<file path="src/rtl/mdio_master.sv">
// MDIO management master.
// Accepts a 32-bit management frame through a level/ack handshake. Each frame
// is sent as a 32-bit preamble of ones, then the frame MSB-first, then one idle
// MDC period. Read frames release the pad from the turnaround onward and
// capture 16 data bits on the rising edges of MDC.
module mdio_master #(
    parameter int unsigned MDC_DIV = 50   // clk cycles per MDC half-period, 2..255
) (
    input  logic        clk,
    input  logic        rst_n,
    input  logic [31:0] acc_data,
    input  logic        acc_en,
    output logic        acc_en_ack,
    output logic        mdc,
    output logic        mdio_o,
    output logic        mdio_t,
    input  logic        mdio_i,
    output logic [15:0] rd_data,
    output logic        rd_valid,
    output logic        busy
);

    typedef enum logic [1:0] {IDLE, PRE, FRAME, GAP} state_t;

    localparam logic [7:0] HALF_LAST   = 8'(MDC_DIV - 1);
    localparam logic [5:0] PRE_LAST    = 6'd31;  // last preamble bit
    localparam logic [5:0] FRAME_LAST  = 6'd63;  // frame bit 0
    localparam logic [5:0] TA_LAST_DRV = 6'd45;  // frame bit 18: last bit driven in a read
    localparam logic [5:0] RD_FIRST    = 6'd48;  // frame bit 15: first bit captured in a read

    state_t      state;
    logic [7:0]  half_cnt;   // clk cycles within the current MDC half-period
    logic [5:0]  bit_cnt;    // 0..31 preamble, 32..63 frame bits 31..0
    logic [31:0] frame_sr;   // latched frame, shifted out MSB-first
    logic [15:0] rd_sr;      // read data being assembled
    logic        rd_op;      // latched OP[1]: frame is a read
    logic        rst_done;   // first edge after reset release has completed

    assign busy = (state != IDLE);

    // Request handshake, MDC generation, bit sequencing and read capture.
    always_ff @(posedge clk or negedge rst_n) begin
        if (!rst_n) begin
            // NOTE: every register, including the frame shift registers, gets a reset
            // value so an aborted frame leaves nothing stale behind.
            state      <= IDLE;
            half_cnt   <= '0;
            bit_cnt    <= '0;
            frame_sr   <= '0;
            rd_sr      <= '0;
            rd_op      <= 1'b0;
            rst_done   <= 1'b0;
            mdc        <= 1'b0;
            mdio_o     <= 1'b1;
            mdio_t     <= 1'b1;
            acc_en_ack <= 1'b0;
            rd_data    <= '0;
            rd_valid   <= 1'b0;
        end else begin
            // NOTE: non-blocking assignments throughout, so every test below sees the
            // pre-edge value of the registers (e.g. mdc decides rise vs fall).
            rst_done <= 1'b1;
            rd_valid <= 1'b0;
            if (!acc_en) begin
                acc_en_ack <= 1'b0;
            end

            case (state)
                IDLE: begin
                    mdc      <= 1'b0;
                    half_cnt <= '0;
                    bit_cnt  <= '0;
                    if (acc_en && !acc_en_ack && rst_done) begin
                        acc_en_ack <= 1'b1;
                        frame_sr   <= acc_data;
                        rd_op      <= acc_data[29];
                        mdio_t     <= 1'b0;
                        mdio_o     <= 1'b1;
                        state      <= PRE;
                    end
                end

                default: begin
                    if (half_cnt != HALF_LAST) begin
                        half_cnt <= half_cnt + 8'd1;
                    end else begin
                        half_cnt <= '0;
                        mdc      <= ~mdc;
                        if (!mdc) begin
                            // MDC rising: capture read data bits 15..0.
                            if (state == FRAME && rd_op && bit_cnt >= RD_FIRST) begin
                                rd_sr <= {rd_sr[14:0], mdio_i};
                            end
                        end else begin
                            // MDC falling: end of a bit, present the next one.
                            case (state)
                                PRE: begin
                                    bit_cnt <= bit_cnt + 6'd1;
                                    if (bit_cnt == PRE_LAST) begin
                                        state    <= FRAME;
                                        mdio_o   <= frame_sr[31];
                                        frame_sr <= {frame_sr[30:0], 1'b0};
                                    end
                                end
                                FRAME: begin
                                    if (bit_cnt == FRAME_LAST) begin
                                        state  <= GAP;
                                        mdio_t <= 1'b1;
                                        mdio_o <= 1'b1;
                                        if (rd_op) begin
                                            rd_data  <= rd_sr;
                                            rd_valid <= 1'b1;
                                        end
                                    end else begin
                                        bit_cnt  <= bit_cnt + 6'd1;
                                        mdio_o   <= frame_sr[31];
                                        frame_sr <= {frame_sr[30:0], 1'b0};
                                        mdio_t   <= rd_op && (bit_cnt >= TA_LAST_DRV);
                                    end
                                end
                                default: begin
                                    // End of the idle MDC period: mdc is falling to 0.
                                    state   <= IDLE;
                                    bit_cnt <= '0;
                                end
                            endcase
                        end
                    end
                end
            endcase
        end
    end

endmodule

</file>
<file path="config.mk">
export PLATFORM = sky130hd
export DESIGN_NAME = mdio_master
export DESIGN_NICKNAME = d
export VERILOG_FILES = /design/src/rtl/mdio_master.sv
export SDC_FILE = /design/constraint.sdc
export NUM_CORES = 1
export LEC_CHECK = 0
export ABC_AREA = 1
export CAP_MARGIN = 15
export CORE_ASPECT_RATIO = 1.2
export CORE_MARGIN = 5
export CORE_UTILIZATION = 49
export DETAILED_ROUTE_END_ITERATION = 16
export MAX_ROUTING_LAYER = met4
export PLACE_DENSITY = 0.79
export SLEW_MARGIN = 10
export SYNTH_ARGS = -nofsm -noshare
export SYNTH_HDL_FRONTEND = slang
export SYNTH_SLANG_ARGS = --single-unit
</file>
<file path="constraint.sdc">
create_clock -name clk -period 1.6 [get_ports clk]
set_clock_uncertainty 0.1 [all_clocks]
set_input_delay 0.24 -clock clk [delete_from_list [all_inputs] [get_ports clk]]
set_output_delay 0.24 -clock clk [all_outputs]
set_load 0.005 [all_outputs]
</file>
Word-level counts from Yosys, hierarchy flattened
Cells that the tools add are included.
W data, S select, Z words.
Cells by class
  add/sub/neg operators: 2
  $lt $le $gt $ge: 2
  equal/unequal tests: 10
  mux-type cells: 45
  bitwise operators: 3
  reductions and logical operators: 19
Operator list (count)
  $mux W32: 6
  $pmux W32 S2: 1
  $mux W6: 4
  $mux W1: 23
  $mux W8: 2
  $ge A6 B6 Y1 const B: 2
  $mux W2: 6
  $pmux W6 S2: 1
  $reduce_and A6 Y1: 2
  $reduce_and A5 Y1: 2
  $add A8 B1 Y8 const B: 1
  $ne A8 B6 Y1 const B: 1
  $reduce_and A4 Y1: 2
  $add A6 B1 Y6 const B: 1
  $eq A6 B5 Y1 const B: 1
  $eq A6 B6 Y1 const B: 1
  $reduce_bool A2 Y1: 3
  $logic_and A1 B1 Y1: 5
  $pmux W2 S2: 1
  $ne A3 B1 Y1 const B: 1
  $ne A3 B2 Y1 const B: 1
  $ne A3 B3 Y1 const B: 1
  $not A1 Y1: 3
  $reduce_and A3 Y1: 1
  9 further kinds: 9
Word-level totals
  register bits after elaboration: 87
  input bits: 36
  output and inout port bits: 22
  logic and storage cells: 94

Logic depth before layout (Yosys ltp)
  depth in word-level cells: 7
  depth in mapped cells: 11
  gate-level depth less buffers: 10

Worst setup path before layout
Ideal clock, no wire load.
  kind: register -> register
  start point: register state[0]
  end point: register frame_sr[31]
  data arrival time: 1.520 ns
  path slack: -0.137 ns
  stages on the path, launching flop included: 12
  buffers on the path: 1
  cell sequence: dfrtp_1 inv_1 ha_1 inv_2 nand2_1 o21bai_2 nand2_1 nor2_4 nand2_2 buf_6 nand2_1 nand2_1
On the way
  cells in the longest elaborated chain, start to end: 5
  elaborated cells between the ends (all ways): 14
RTL lines
  start, declared: RTL line 31  | state_t state;
  start signal, assigned: RTL line 46  | state <= IDLE;
  start signal, assigned: RTL line 79  | state <= PRE;
  start signal, assigned: RTL line 100  | state <= FRAME;
  $eq A2 B2 Y1 / $eq A2 B1 Y1 (equally long branches): RTL line 96  | case (state)
  $pmux W32 S2: RTL line 96
  $mux W32: RTL line 89  | if (!mdc) begin
  $mux W32: RTL line 84  | if (half_cnt != HALF_LAST) begin
  $mux W32: RTL line 68  | case (state)
  end signal, assigned: RTL line 75  | frame_sr <= acc_data;
  end signal, assigned: RTL line 102  | frame_sr <= {frame_sr[30:0], 1'b0};
  end signal, assigned: RTL line 117  | frame_sr <= {frame_sr[30:0], 1'b0};
  end, declared: RTL line 34  | logic [31:0] frame_sr;
Several ways; a longest one is shown, not always the timed one. The select of a mux whose other input is x is not followed.
A chain may end at the register's enable or synchronous reset.

Final worst setup path
  start point: register state[0]
  end point: register frame_sr[27]
Same word-level chain as after synthesis.

==> results.md <==
- Hold/Removal Path Class: input pin to flip-flop
- Global-route wire length before repair: between 15,000 and 20,000 µm
- Effective utilization at floorplan: 0.495
- Worst-case register-to-register setup slack: -0.27 ns
- Count of clock tree sinks: 87
- Iteration count of the initial detailed-routing pass: 5
- Final worst path period need: approximately 1.9 ns
- Post-route DRC: 0
- Number of distinct library cells after synthesis: 29
- Portion of total power attributed to combinational logic: 0.561
- Diodes inserted: 0
- Most used flip-flop cell after synthesis: dfrtp_1
- Setup slack at placement: -0.205 ns
- Total of warnings raised by yosys: 0
- Run status: finished, violations left
- Number of antenna violations at the first check in global routing: 0
- Setup Crit Path Kind: flip-flop to flip-flop
- Critical path arrival: approximately 2.0 ns
- Post-synthesis register bit count: 87
- Endpoints failing hold: 0
- Count of final setup violators: 76
- Max-slew violation count: 0
- Total Wirelength: roughly 12,000 µm
- Max Root-Sink Buffers: 2
- Clock buffer count from CTS: 9
- RSZ-0062 raised after global routing: yes
- Share of final-layout standard cells stronger than drive strength 1: 0.255
- Crit Reg-Reg Startpoint: state[0]
- Worst path required time: between 1.5 and 2 ns
- Via count of the first global-routing pass: 4,015
- Worst-path maximum fanout: 8
- Max-cap check violation count: 0
- Footprint of the multi-input gates: ~0.0021 mm²
- Number of core rows: 37
- Synthesized Nets: 582
- Final core utilization: 0.717
- Fmax achieved: ~530 MHz
- Average size of a mapped cell: around 7.8 µm²
- GR Util All Layers: 0.225
- Deepest level of the CTS H-tree: 3
- Crit start category: flip-flop
- Clock edge transition at the registers on the reported setup and hold paths: ~0.09 ns
- Final hold slack: 0.332 ns
- Vias: 4,051
- Source-to-sink clock delay at the later pin of the worst-skew pair: around 0.37 ns
- Number of top-level pins: 58
- Post-DP HPWL: approximately 6400 µm
- Sequential fraction of the synthesis area: 0.519
- CTS tree: built
- Standby leakage power: about 3.2 nW
- Switching component of the power: ~4.5 mW
- Number of standard cells after synthesis: 537
- Weighted congestion reported at the end of routability-driven placement: roughly 0.84
- Number of enable-type register cells in the synthesized netlist: 0
- Final Worst Setup Slack: -0.271 ns
- Root buf cell: clkbuf_8
- Worst-case vdd ir drop: ~1.1 mV
- Kind of end point of the critical path: flip-flop
- Count of antenna-violating nets left after detailed routing: 0
- Final clock period utilization by the worst path: 1.17
- FF-to-FF End: frame_sr[27]
- Total internal power: 5.79 mW
- Syn-to-layout area delta: 44.6%
- Switching portion of total power: 0.440
- Number of nets at the end of the flow: about 690
- Area of the mapped netlist: 0.00420 mm²
- Number of DRC markers after the initial detailed-route iteration: 422
- Pin count of the biggest net entering global routing: 88
- Pwr/cell area: between 1500 and 2000 mW/mm²
- Area enclosed by the die boundary: roughly 0.011 mm²
- Average detailed-routed wire length per instance: between 15 and 20 µm
- Area of the core region: approximately 0.0085 mm²
- Worst setup path start: state[0]
- Total grt overflow: 0
- Destination of the critical timing path: frame_sr[27]
- Flop pwr share: 0.293
- Die Wd: 94.5 µm
- Port bufs: 57
- # fillers: 565
- Share of flip-flops with an asynchronous set or reset: 1.00
- Via-per-instance ratio: 5.27
- Part of the total power dissipated in the clock network: 0.146
- Vertical extent of the die: between 100 and 150 µm
- Violated checks: negative setup slack
- Area occupied by registers: around 0.0022 mm²
- Depth of the worst register-to-register path: 12
==> area by class of cell <==
class                           instances  share of cell area
Timing Repair Buffer                  119               0.214
Multi-Input combinational cell        385               0.344
Tap cell                              117              0.0241
Inverter                               44              0.0276
Clock inverter                          6             0.00886
Clock buffer                           10              0.0227
Sequential cell                        87               0.359
==> repair_timing <==
action | in CTS | in global routing
hold buffers | 1 | 0
cloned | 6 | 3
gates resized for setup | 47 | 72
endpoints found under the setup margin | 81 | 91
pin swaps | 5 | 27
endpoints found under the hold margin | 85 | 0
setup buffers | 14 | 11
==> cells in the final DEF, fill, tap and decap left out, types with 6 or more instances in the layout <==
cell and count:
nand3_1 21, clkbuf_8 10, nand2_1 215, nand2_2 26
nor2_1 13, clkdlybuf4s50_1 37, dlymetal6s2s_1 13, nand3_2 18
inv_2 7, o21ai_1 35, buf_6 6, buf_4 42
dfrtp_1 85, inv_1 36, buf_12 6, nand4_1 7
==> flip-flops by register name, summed over array words and instances, names as in the netlist <==
| name | count |
|---|---|
| mdio_t | 1 |
| rd_valid | 1 |
| half_cnt | 8 |
| mdc | 1 |
| rd_sr | 16 |
| state | 2 |
| bit_cnt | 6 |
| mdio_o | 1 |
| rd_op | 1 |
| rst_done | 1 |
| frame_sr | 32 |
| acc_en_ack | 1 |
| rd_data | 16 |
==> critical path: stages (launching register included) <==
cell and delay (ns):
dfrtp_1 0.41, inv_2 0.10, ha_4 0.16, buf_6 0.12, nor2_4 0.04, nand3_2 0.08, nand2_2 0.07, nor2_4 0.15
buf_12 0.15, buf_12 0.13, nand2_8 0.10, nand2_2 0.09, nand2_2 0.06
==> metal layers <==
metal	vias to the layer above	GRT usage	routed length, µm
met5	-	-	0
met4	0	0.0847	461
met3	44	0.0399	675
met2	180	0.375	6580
met1	1931	0.272	4740
li1	1896	-	-
==> per-stage QoR <==
stage | total power [mW] | std cells | cell area, µm² | TNS [ns]
4_1_cts | 9.32 | 756 | 5710 | -8.50
3_5_place_dp | 6.71 | 720 | 5120 | -7.91
3_3_place_gp | 6.55 | 720 | 5120 | -5.49
6_report | 10.3 | 768 | 6070 | -11.89
2_1_floorplan | 5.51 | 537 | 4240 | -0.122
5_1_grt | 10.9 | 768 | 6070 | -17.46
==> power by group through the flow <==
| stage | Combinational (mW) | Clock [mW] | Sequential (mW) |
|---|---|---|---|
| after floorplan | 2.55 | 0 | 2.96 |
| after global placement | 3.57 | 0 | 2.98 |
| after detailed placement | 3.71 | 0 | 3.00 |
| after CTS | 4.88 | 1.49 | 2.95 |
| after global routing | 6.27 | 1.60 | 3.07 |
| final | 5.80 | 1.51 | 3.03 |
==> synthesized netlist by cell type (5+ instances only) <==
master,count,share of area
o21ai_1,31,0.037
nand3_1,41,0.049
buf_2,16,0.019
nand2_1,243,0.22
inv_1,42,0.038
clkbuf_1,5,0.0045
nor2_1,17,0.015
ha_1,9,0.027
dfrtp_1,85,0.51
nand4_1,7,0.010
o21ai_0,8,0.0095
==> cells by family after synthesis <==
group / after synthesis / share of synthesized area
xor+xnor: 2 / 0.00417
simple gates: 322 / 0.314
compound gates: 47 / 0.0611
other cells: 1 / 0.000893
fa+ha+maj: 9 / 0.0268
mux: 1 / 0.00268
flops: 87 / 0.519
buf+inv: 68 / 0.0709
==> worst min path at each step <==
stage / startpoint / to / depth (start not counted)
floorplan: rst_n / acc_en_ack / 0
global placement: rst_n / acc_en_ack / 2
detailed placement: rst_n / acc_en_ack / 2
CTS: mdio_i / rd_sr[0] / 3
finish: mdio_i / rd_sr[0] / 3
global route: mdio_i / rd_sr[0] / 3
(Power assumes the default switching activity.)
